`src/rtl/synth_poly_pwm.sv`:
```
// Polyphonic square-wave synth: per-channel tone dividers with attack/release envelopes,
// an additive mixer and a single-bit PWM DAC with a one-cycle delayed copy.
`timescale 1ns/1ps
module synth_poly_pwm #(
  parameter int unsigned NNOTES    = 5,
  parameter logic [15:0] HALF_BASE = 16'd1000,
  parameter logic [15:0] HALF_STEP = 16'd100,
  parameter int unsigned ENV_W     = 4,
  parameter int unsigned ENV_TICK  = 1024
) (
  input  logic              clk,
  input  logic              rst,
  input  logic [NNOTES-1:0] note_en,
  input  logic [7:0]        sw,
  output logic              pwm_out,
  output logic              pwm_out_d,
  output logic              active
);
  localparam int unsigned MIX_W = ENV_W + $clog2(NNOTES + 1);
  localparam int unsigned PRE_W = (ENV_TICK > 1) ? $clog2(ENV_TICK) : 1;
  localparam logic [ENV_W-1:0] LEVEL_MAX = {ENV_W{1'b1}};
  localparam logic [PRE_W-1:0] PRE_LAST  = PRE_W'(ENV_TICK - 1);

  logic [1:0] shift;
  logic       mute;
  logic [4:0] unused_sw;

  assign shift     = sw[1:0];
  assign mute      = sw[2];
  assign unused_sw = sw[7:3];

  logic [NNOTES-1:0][15:0]      half;
  logic [NNOTES-1:0][15:0]      div_q, div_d;
  logic [NNOTES-1:0]            sq_q, sq_d;
  logic [NNOTES-1:0][ENV_W-1:0] level_q, level_d;
  logic [PRE_W-1:0]             pre_q, pre_d;
  logic                         env_step;
  logic [MIX_W-1:0]             mix, pcnt_q, sample_q, sample_eff;

  // Tone dividers. The >= test lets a half-period that shrank mid-count wrap on the next
  // cycle instead of running the counter all the way round.
  always_comb begin
    half  = '0;
    div_d = div_q;
    sq_d  = sq_q;
    for (int i = 0; i < NNOTES; i++) begin
      half[i] = (HALF_BASE - 16'(i) * HALF_STEP) >> shift;
      if (({1'b0, div_q[i]} + 17'd1) >= {1'b0, half[i]}) begin
        div_d[i] = '0;
        sq_d[i]  = ~sq_q[i];
      end else begin
        div_d[i] = div_q[i] + 16'd1;
      end
    end
  end

  assign env_step = (pre_q == PRE_LAST);
  assign pre_d    = env_step ? '0 : pre_q + PRE_W'(1);

  // Envelopes only move on the shared tick, so gate changes wait for the next step.
  always_comb begin
    level_d = level_q;
    if (env_step) begin
      for (int i = 0; i < NNOTES; i++) begin
        if (note_en[i] && (level_q[i] != LEVEL_MAX)) begin
          level_d[i] = level_q[i] + ENV_W'(1);
        end else if (!note_en[i] && (level_q[i] != '0)) begin
          level_d[i] = level_q[i] - ENV_W'(1);
        end
      end
    end
  end

  always_comb begin
    mix = '0;
    for (int i = 0; i < NNOTES; i++) begin
      if (sq_q[i]) begin
        mix = mix + MIX_W'(level_q[i]);
      end
    end
    if (mute) begin
      mix = '0;
    end
  end

  // The value latched at counter 0 also drives that cycle's compare, so each PWM period
  // is produced entirely from one sample.
  assign sample_eff = (pcnt_q == '0) ? mix : sample_q;

  always_ff @(posedge clk) begin
    if (rst) begin
      div_q     <= '0;
      sq_q      <= '0;
      level_q   <= '0;
      pre_q     <= '0;
      pcnt_q    <= '0;
      sample_q  <= '0;
      pwm_out   <= 1'b0;
      pwm_out_d <= 1'b0;
      active    <= 1'b0;
    end else begin
      div_q     <= div_d;
      sq_q      <= sq_d;
      level_q   <= level_d;
      pre_q     <= pre_d;
      pcnt_q    <= pcnt_q + MIX_W'(1);
      sample_q  <= sample_eff;
      pwm_out   <= (pcnt_q < sample_eff);
      pwm_out_d <= pwm_out;
      active    <= |level_q;
    end
  end

endmodule

```
`config.mk`:
```
export PLATFORM = sky130hd
export DESIGN_NAME = synth_poly_pwm
export DESIGN_NICKNAME = d
export VERILOG_FILES = /design/src/rtl/synth_poly_pwm.sv
export SDC_FILE = /design/constraint.sdc
export NUM_CORES = 1
export LEC_CHECK = 0
export CAP_MARGIN = 25
export CORE_MARGIN = 2
export CORE_UTILIZATION = 54
export DETAILED_ROUTE_END_ITERATION = 12
export PLACE_DENSITY = 0.7
export SLEW_MARGIN = 25
export SYNTH_ARGS = -nofsm -noshare
export SYNTH_HDL_FRONTEND = slang
export SYNTH_SLANG_ARGS = --single-unit
```
`constraint.sdc`:
```
create_clock -name clk -period 6.4 [get_ports clk]
set_input_delay 0.96 -clock clk [delete_from_list [all_inputs] [get_ports clk]]
set_output_delay 0.96 -clock clk [all_outputs]
set_load 0.05 [all_outputs]
```
==> results of run 1 <==
## stage by stage
step	instance area (µm²)	hold slack, ns	instances	util
floorplan	7876	0.4299	872	-
global placement	8129	0.4422	1044	0.5811
detailed placement	8129	0.4584	1044	0.5811
CTS	8733	0.4711	1073	0.6243
global route	8733	0.4913	1073	0.6243
finish	8733	0.4611	1073	0.6243
## state kept, by name (all words and copies together) (netlist names)
| name | cells |
|---|---|
| pre_q | 10 |
| pwm_out | 1 |
| active | 1 |
| level_q | 20 |
| div_q | 80 |
| pcnt_q | 7 |
| pwm_out_d | 1 |
| sample_q | 7 |
| sq_q | 5 |
## area by class of cell
cell class / count / area, µm² / share of cell area
clock inverter: 3 / 65.06 / 0.007450
tap: 180 / 225.2 / 0.02579
clock buffer: 26 / 539.3 / 0.06175
multi-input combinational: 693 / 5045 / 0.5777
timing repair buffer: 12 / 115.1 / 0.01318
inverter: 27 / 101.3 / 0.01160
sequential: 132 / 2643 / 0.3026
## routing by layer
metal	track usage	vias to the layer above	wire length, µm	part of all wire
met4	0.07584	0	269	0.017
met1	0.2547	2831	7075	0.45
met5	0	-	0	0
met2	0.3870	90	7765	0.50
li1	-	3052	-	-
met3	0.05037	27	448	0.029
## cells by family after synthesis
family                   count (synthesis)  share of synthesized area
AO/OA/AOI/OAI                          127                     0.1091
XOR/XNOR                                93                     0.1084
adder cells (fa/ha/maj)                 98                     0.1662
buffers and inverters                   47                    0.02432
flip-flops                             132                     0.3402
multiplexers                            22                    0.03060
other                                    1                  0.0004828
AND/OR/NAND/NOR                        323                     0.2207
## cells in the final DEF (no fill, tap or decap), types with 4 or more instances in the layout
cell type,n
nor2b_2,8
clkbuf_16,17
o21a_1,7
nand2_1,52
ha_1,88
mux2_1,4
clkdlybuf4s50_1,11
nand2b_1,9
clkbuf_8,8
a211oi_1,11
inv_1,27
conb_1,30
nor2_1,84
xnor2_1,51
and3_1,20
nand4_1,23
nor2b_1,31
and2_1,9
a21oi_1,29
a21o_1,19
nor3_1,13
dfxtp_1,132
o21ai_0,25
nand3_1,32
a31oi_1,7
mux2i_1,11
mux2_2,6
fa_1,9
xor2_1,40
nor4_1,15
## power breakdown
part / internal, mW / switching, mW / total (mW)
sequential: 0.842 / 0.0189 / 0.861
combinational: 0.0518 / 0.0698 / 0.122
clock: 0.649 / 0.334 / 0.983
## worst max path at each step
stage | end | slack (ns) | depth (start not counted)
after floorplan | pwm_out | 1.24 | 24
after global placement | pwm_out | 0.90 | 25
after detailed placement | pwm_out | 0.71 | 25
final | pwm_out | 0.70 | 25
after global routing | pwm_out | 0.34 | 25
after CTS | pwm_out | 0.70 | 25
## worst max-delay path, cell delays in order (launching register included)
cell and delay (ns):
dfxtp_1 0.37, and2_1 0.20, ha_1 0.21, fa_1 0.42
xor2_1 0.17, and3_1 0.20, or2_2 0.29, ha_1 0.32
a21oi_1 0.22, xnor2_1 0.15, nand2_1 0.08, nand2_1 0.10
ha_1 0.25, o21ai_0 0.08, nor2_1 0.07, o21a_1 0.18
a31oi_1 0.25, ha_1 0.22, a21oi_1 0.07, or3b_1 0.38
xnor3_1 0.23, a2bb2oi_1 0.26, ha_1 0.31, a21o_1 0.17
a211oi_1 0.23, o311a_1 0.20
==> metrics, run 1 <==
prevailing post-synth register cell dfxtp_1; Vias/cell roughly 5.6; RSZ-0062 raised after global routing no; Setup Skew ~0.006 ns; largest cells by area after synthesis dfxtp_1 34%, ha_1 14%, xnor2_1 5.8%, xor2_1 4.5%, nor2_1 4.1%; Mapped Cells 843; dpl hpwl ~11000 µm; Die ar. between 0.015 and 0.02 mm²; worst slack at placement 0.7144 ns; ant diodes 0; CP Max Fanout 6; Post-synth ARST share 0; FF-to-FF setup slack approximately 0.7 ns; synthesized area per cell approximately 9.2 µm²; Starting Density 0.5553; Crit path required time between 6 and 7 ns; CP startpoint level_q[0]; DRC violations left 0; Period minus WS final ~5.7 ns; CTS Sinks ~130; number of synthesized flops with an enable pin 0; worst hold path startpoint pre_q[0]; CTS Buffer Depth 2; global-route wire length before repair between 20000 and 30000 µm; commonest cells in the netlist 132 x dfxtp_1, 88 x ha_1, 84 x nor2_1; final worst slack about 0.7 ns; Worst EP arrival between 6 and 7 ns; 1st-pass router iterations 5; Worst R2R Start level_q[0]; Die Span X ~120 µm; Port Buffers 12; clk root buf clkbuf_16; Resized Gates After CTS 0; P_leak 3.843 nW; worst-skew pair later-pin latency approximately 0.42 ns; Clk pin slew, worst setup/hold paths 0.06 ns; relative slew slack 0.3593; max-cap violations 0; status finished, final reports clean; Hold Path Depth 1; vias in the first global route between 5000 and 6000; synth unique cells 66; final hold viol count 0; DRT antenna net count 0; worst min-delay path class register to register; total CTS buffers 17; routability cong. around 0.83; sequential share of the synthesized area 0.3402; H-tree levels 4; hold path endpoint pre_q[0]; 1st-iter DRT viols a little under 300; Critical Path End Type register; Mapped Area about 0.0078 mm²; antenna violations before repair 0; R2R Path End pwm_out; total gr overflow 0; Synth top area share 0.3402; f_max approximately 180 MHz; VDD IR max about 0.23 mV; Setup-failing EPs final 0; total negative slack 0 ns; Post-CTS Setup Bufs 0; largest net degree at the start of global routing 49; via count 6000; DR WL/cell around 15 µm; hold_buf cts 0; top-count cell post-synth dfxtp_1; area delta synth->final 12.44%; fin crit share 0.8902; Nets roughly 1000; CP Launch Type register; area leader, netlist dfxtp_1; CTS tree yes; Core Box Area between 0.01 and 0.015 mm²; IO Count 18; Crit Path Category register to register; fill count roughly 1200; Design Power around 2.0 mW; final wirelength around 16000 µm; layout cells sized above 1 0.06271; Power per Cell Area around 230 mW/mm²; FF-to-FF path depth 25; Tot GR Track Use 0.2170; synthesis-stage register bit count about 130; Die H ~120 µm; Max Slew Vio Count 0; yosys warns 0; # rows between 40 and 50; Worst-Margin Slew between 0.9 and 1 ns
(Power assumes the default switching activity.)
==> run 2, diff against run 1 <==
==> constraint.sdc (replaced) <==
create_clock -name clk -period 6.4 [get_ports clk]
set_input_delay 1.28 -clock clk [delete_from_list [all_inputs] [get_ports clk]]
set_output_delay 1.28 -clock clk [all_outputs]
set_load 0.05 [all_outputs]
==> run 2 against run 1 <==
Compared with the run above:
- clock-buffer cell count decreased by 3
- worst hold slack worse by 0.00072 ns
- die area unchanged
- utilization rose by 0.40 points
- wire length is 0.81% higher
- cell count up 0.28%
- sequential power hardly changed
- fmax fell by 0.98%
- cell area increased by 0.64%
- critical path depth fell by 1
- clock power grew 9.9%
- setup slack worse by 0.056 ns
==> metrics, run 2 (same netlist as run 1, synthesis figures left out) <==
CP startpoint level_q[0]; most common cell after layout, fill and taps aside dfxtp_1; antenna violations before repair 0 (unchanged); dpl cells 1044 (unchanged); Power per Cell Area 234.6 mW/mm² (+4.3%); worst-skew pair later-pin latency 0.42 ns (about the same); Die ar. 0.01536 mm² (unchanged); total CTS buffers 17 (unchanged); max reg flops 80 (unchanged); Post-CTS Setup Bufs 0 (unchanged); Worst-Margin Slew 1.021 ns (+0.05953 ns); Port Buffers 12 (unchanged); Top cell by count, worst path ha_1; routability cong. 0.8276 (-0.77%); worst min-delay path class register to register; clk root buf clkbuf_16; final hold viol count 0 (unchanged); DRT antenna net count 0 (unchanged); Clk pin slew, worst setup/hold paths 0.06 ns (about the same); CTS Sinks 132 (unchanged); total negative slack 0 ns (unchanged); RSZ-0062 raised after global routing no; CTS tree yes; H-tree levels 4 (unchanged); worst slack at placement 0.7222 ns (+0.007745 ns); Tot GR Track Use 0.2192 (+0.002220); Worst EP arrival 6.12 ns (+0.06 ns); Most flops, register div_q; Vias/cell 5.592 (about the same); hold_buf cts 0 (unchanged); area delta synth->final 13.16%; DR WL/cell 14.58 µm (+0.53%); Crit path required time 6.77 ns (about the same); FF-to-FF setup slack 0.65 ns (-0.06 ns); max-cap violations 0 (unchanged); Nets 995 (unchanged); Die H 123.9 µm (unchanged); fin crit share 0.8990 (+0.008811); P_leak 3.865 nW (+0.59%); CP peak stage delay 0.43 ns (about the same); total gr overflow 0 (unchanged); Setup Skew 0.008653 ns (+0.002480 ns); Resized Gates After CTS 0 (unchanged); Crit Path Category register to register; Setup-failing EPs final 0 (unchanged); 1st-iter DRT viols 312 (+6.1%); Worst R2R Start level_q[0]; CTS Buffer Depth 2 (unchanged); biggest regs div_q (80), level_q (20), pre_q (10); status finished, final reports clean; via count 6017 (+0.28%); dpl hpwl 11390 µm (+1.2%); 1st-pass router iterations 8 (+3); Critical Path Slowest Stage Cell fa_1; Core Box Area 0.01399 mm² (unchanged); layout cells sized above 1 0.06473 (+0.002022); largest net degree at the start of global routing 49 (unchanged); DRC violations left 0 (unchanged); final wirelength 15690 µm (+0.81%); hold_ws 0.4604 ns (-0.0007250 ns); IO Count 18 (unchanged); vias in the first global route 6132 (+2.8%); Max Slew Vio Count 0 (unchanged); worst hold path startpoint pre_q[0]; ant diodes 0 (unchanged); # rows 43 (unchanged); global-route wire length before repair 26760 µm (+1.3%); final worst slack 0.6465 ns (-0.05639 ns); VDD IR max 0.2087 mV (-9.9%); commonest non-fill, non-tap cells in the layout 132 x dfxtp_1, 88 x ha_1, 84 x nor2_1; Critical Path End Type register; Layout Cells excl Fill 1076 (+0.28%); Starting Density 0.5553 (unchanged); CP Cell Sequence and2_1 -> ha_1 -> fa_1 -> xor2_1 -> and3_1 -> or2_2 -> ha_1 -> a21oi_1 -> xnor2_1 -> nand2_1 -> nand2_1 -> ha_1 -> a211oi_1 -> o21a_1 -> a31oi_1 -> ha_1 -> a21oi_1 -> or3b_1 -> xnor3_1 -> a2bb2oi_1 -> ha_1 -> a21o_1 -> a211oi_1 -> o311a_1; relative slew slack 0.3196 (-0.03969); CP Launch Type register; f_max 173.8 MHz (-0.98%); Period minus WS final 5.754 ns (+0.05639 ns); Die Span X 123.9 µm (unchanged); CP Max Fanout 6 (unchanged)
[run 2: worst max-delay path: cells and delay by family, from the launching register on]
family / cells / cell delay (ns)
fa+ha+maj: 6 / 1.90
xor+xnor: 3 / 0.55
simple gates: 6 / 1.26
compound gates: 9 / 1.64
flops: 1 / 0.37
[run 2: cell type report]
cell class	instances	area, µm²
Clock buffer	23	488.0
Clock inverter	9	172.7
Fill cell	1186	5199
Inverter	27	101.3
Multi-Input combinational cell	693	5045
Sequential cell	132	2643
Tap cell	180	225.2
Timing Repair Buffer	12	115.1
[run 2: worst paths after layout]
| path | endpoint | cells past startpoint |
|---|---|---|
| worst min-delay path | pre_q[0] | 1 |
| worst min register to register | pre_q[0] | 1 |
| worst max register to register | pwm_out | 24 |
| worst max-delay path | pwm_out | 24 |
[run 2: power breakdown]
group          internal (mW)  total, mW  switching (mW)  leakage [nW]
registers              0.841      0.860          0.0187          1.08
logic                 0.0516      0.122          0.0709          2.46
clock network          0.730       1.08           0.349         0.323
total                   1.62       2.06           0.439          3.87
[run 2: per-layer routing]
layer	global-route usage	wire, µm	up-vias
li1	-	-	3040
met1	0.2516	7135	2872
met2	0.3925	7855	81
met3	0.05357	428	24
met4	0.08357	265	0
met5	0	0	-
[run 2: stage by stage]
stage               total power, mW  area (µm²)  utilization
global route                  2.132        8790       0.6284
CTS                           2.079        8790       0.6284
finish                        2.062        8790       0.6284
floorplan                    0.9631        7876            -
global placement             0.9913        8129       0.5811
detailed placement           0.9985        8129       0.5811
==> run 3, diff against run 2 <==
--- a/config.mk
+++ b/config.mk
@@ -5,6 +5,7 @@
 export SDC_FILE = /design/constraint.sdc
 export NUM_CORES = 1
 export LEC_CHECK = 0
+export ABC_AREA = 1
 export CAP_MARGIN = 25
 export CORE_MARGIN = 2
 export CORE_UTILIZATION = 54
==> run 3 against run 2 <==
Compared with the run above:
- cell count rose by 42%
- sequential share of layout area fell by 2.9 points
- utilization fell by 1.1 points
- clock-buffer cell count fell by 4
- largest power group unchanged
- cell area rose by 11%
- sequential power barely moved
- largest cell class unchanged
==> metrics, run 3 <==
CTS Buffer Depth 2 (unchanged); final hold viol count 0 (unchanged); Die ar. 0.01706 mm² (+11%); Clk pin slew, worst setup/hold paths 0.06 ns (about the same); Top cell by count, worst path nand2_1; global-route wire length before repair 30160 µm (+13%); Period minus WS final 5.302 ns (-0.4518 ns); DRC violations left 0 (unchanged); DRT antenna net count 0 (unchanged); sequential share of the synthesized area 0.3053 (-0.03492); hold_buf cts 0 (unchanged); Crit Path Category register to register; largest cells by area after synthesis dfxtp_1 31%, ha_1 13%, nand2_1 11%, inv_1 8.6%, nor2_1 8.4%; Die H 130.6 µm (+5.4%); area delta synth->final 12.46%; Nets 1413 (+42%); vias in the first global route 6889 (+12%); Port Buffers 12 (unchanged); fin crit share 0.8284 (-0.07060); CTS Sinks 132 (unchanged); Power per Cell Area 203.0 mW/mm² (-13%); area leader, netlist dfxtp_1; Critical Path End Type register; Mapped Cells 1245 (+48%); Crit path required time 6.71 ns (-0.06 ns); worst min-delay path class register to register; Core Box Area 0.01577 mm² (+13%); f_max 188.6 MHz (+8.5%); number of synthesized flops with an enable pin 0 (unchanged); relative slew slack 0.5048 (+0.1852); synth unique cells 43 (-35%); status finished, final reports clean; CP peak stage delay 0.55 ns (+0.12 ns); RSZ-0062 raised after global routing no; routability cong. 0.8519 (+2.9%); Layout Cells excl Fill 1530 (+42%); Die Span X 130.6 µm (+5.4%); clk root buf clkbuf_16; final wirelength 17050 µm (+8.7%); Worst-Margin Slew 0.7350 ns (-0.2856 ns); total CTS buffers 17 (unchanged); commonest non-fill, non-tap cells in the layout 255 x nand2_1, 199 x inv_1, 194 x nor2_1; 1st-pass router iterations 5 (-3); max reg flops 80 (unchanged); Mapped Area 0.008656 mm² (+11%); yosys warns 0 (unchanged); Starting Density 0.5489 (-0.006404); Design Power 1.976 mW (-4.2%); Tot GR Track Use 0.2177 (-0.001478); CP Max Fanout 6 (unchanged); total negative slack 0 ns (unchanged); Setup-failing EPs final 0 (unchanged); CP Launch Type register; Synth top area share 0.3053 (-0.03492); Most flops, register div_q; Setup Skew 0.01295 ns (+0.004298 ns); # rows 46 (+7.0%); VDD IR max 0.1842 mV (-12%); Worst EP arrival 5.61 ns (-0.51 ns); Max Slew Vio Count 0 (unchanged); top-count cell post-synth nand2_1; P_leak 4.637 nW (+20%); synthesized area per cell 6.952 µm² (-25%); IO Count 18 (unchanged); FF-to-FF setup slack 1.10 ns (+0.45 ns); 1st-iter DRT viols 368 (+18%); CTS tree yes; synthesis-stage register bit count 132 (unchanged); dpl hpwl 13090 µm (+15%); ant diodes 0 (unchanged); H-tree levels 4 (unchanged); total gr overflow 0 (unchanged); prevailing post-synth register cell dfxtp_1; antenna violations before repair 0 (unchanged); max-cap violations 0 (unchanged); via count 7465 (+24%); worst-skew pair later-pin latency 0.43 ns (about the same); Post-CTS Setup Bufs 0 (unchanged); layout cells sized above 1 0.04566 (-0.01907); commonest cells in the netlist 255 x nand2_1, 199 x inv_1, 194 x nor2_1; biggest regs div_q (80), level_q (20), pre_q (10); dpl cells 1498 (+43%); DR WL/cell 11.14 µm (-24%); Critical Path Slowest Stage Cell fa_1; Resized Gates After CTS 0 (unchanged); largest net degree at the start of global routing 19 (-61%); Post-synth ARST share 0 (unchanged); most common cell after layout, fill and taps aside nand2_1; Vias/cell 4.879 (-13%)
[run 3: changes by cell type in the layout (fill, tap and decap cells not counted), moves of 23 or more]
cell | previous run | this run
xnor2_1 | 51 | 25
nor2_1 | 84 | 194
nor2b_1 | 31 | 0
nand2_1 | 52 | 255
inv_1 | 27 | 199
a21oi_1 | 29 | 57
nand3_1 | 32 | 84
o21ai_0 | 25 | 48
[run 3: kinds of logic after synthesis]
kind of cell               count (synthesis)  share of synthesized area
AOI/OAI and AO/OA                        128                    0.07993
buffers and inverters                    205                    0.08904
other                                      1                  0.0004332
and+or+nand+nor                          624                     0.3186
DFF                                      132                     0.3053
xor gates and xnor gates                  58                    0.05869
adders and majority gates                 97                     0.1480
[run 3: metal layers]
layer / routed length, µm / track usage
met4: 271 / 0.07071
met1: 8472 / 0.2847
met5: 0 / 0
met2: 7782 / 0.3624
met3: 524 / 0.04357
[run 3: area by class of cell]
class / count / area, µm²
clock inverter: 13 / 148.9
clock buffer: 19 / 442.9
multi-input combinational: 937 / 5351
fill: 1504 / 6036
tap: 216 / 270.3
timing repair buffer: 13 / 127.6
sequential: 132 / 2643
inverter: 200 / 750.7
[run 3: final timing paths]
path	from	end	depth (start not counted)
max reg2reg	level_q[0]	pwm_out	25
min reg2reg	pwm_out	pwm_out_d	2
min	pwm_out	pwm_out_d	2
max	level_q[0]	pwm_out	25
[run 3: metrics by stage]
| step | setup WS [ns] | utilization | hold WS (ns) | area, µm² |
|---|---|---|---|---|
| floorplan | 1.579 | - | 0.4176 | 8765 |
| global placement | 1.219 | 0.5797 | 0.4296 | 9143 |
| detailed placement | 1.118 | 0.5797 | 0.4385 | 9143 |
| CTS | 1.072 | 0.6173 | 0.4471 | 9734 |
| global route | 0.5161 | 0.6173 | 0.4703 | 9734 |
| finish | 1.098 | 0.6173 | 0.4437 | 9734 |
[run 3: report_power, final]
part	switching (mW)	internal (mW)	total [mW]
logic	0.0894	0.0516	0.141
registers	0.0166	0.841	0.858
clock network	0.389	0.588	0.977
[run 3: worst max-delay path, delay by kind of cell, from the launching register on]
family | cells | cell delay, ns
adders and majority gates | 6 | 2.30
DFF | 1 | 0.43
buffers and inverters | 4 | 0.32
and+or+nand+nor | 7 | 0.83
AOI/OAI and AO/OA | 8 | 1.30
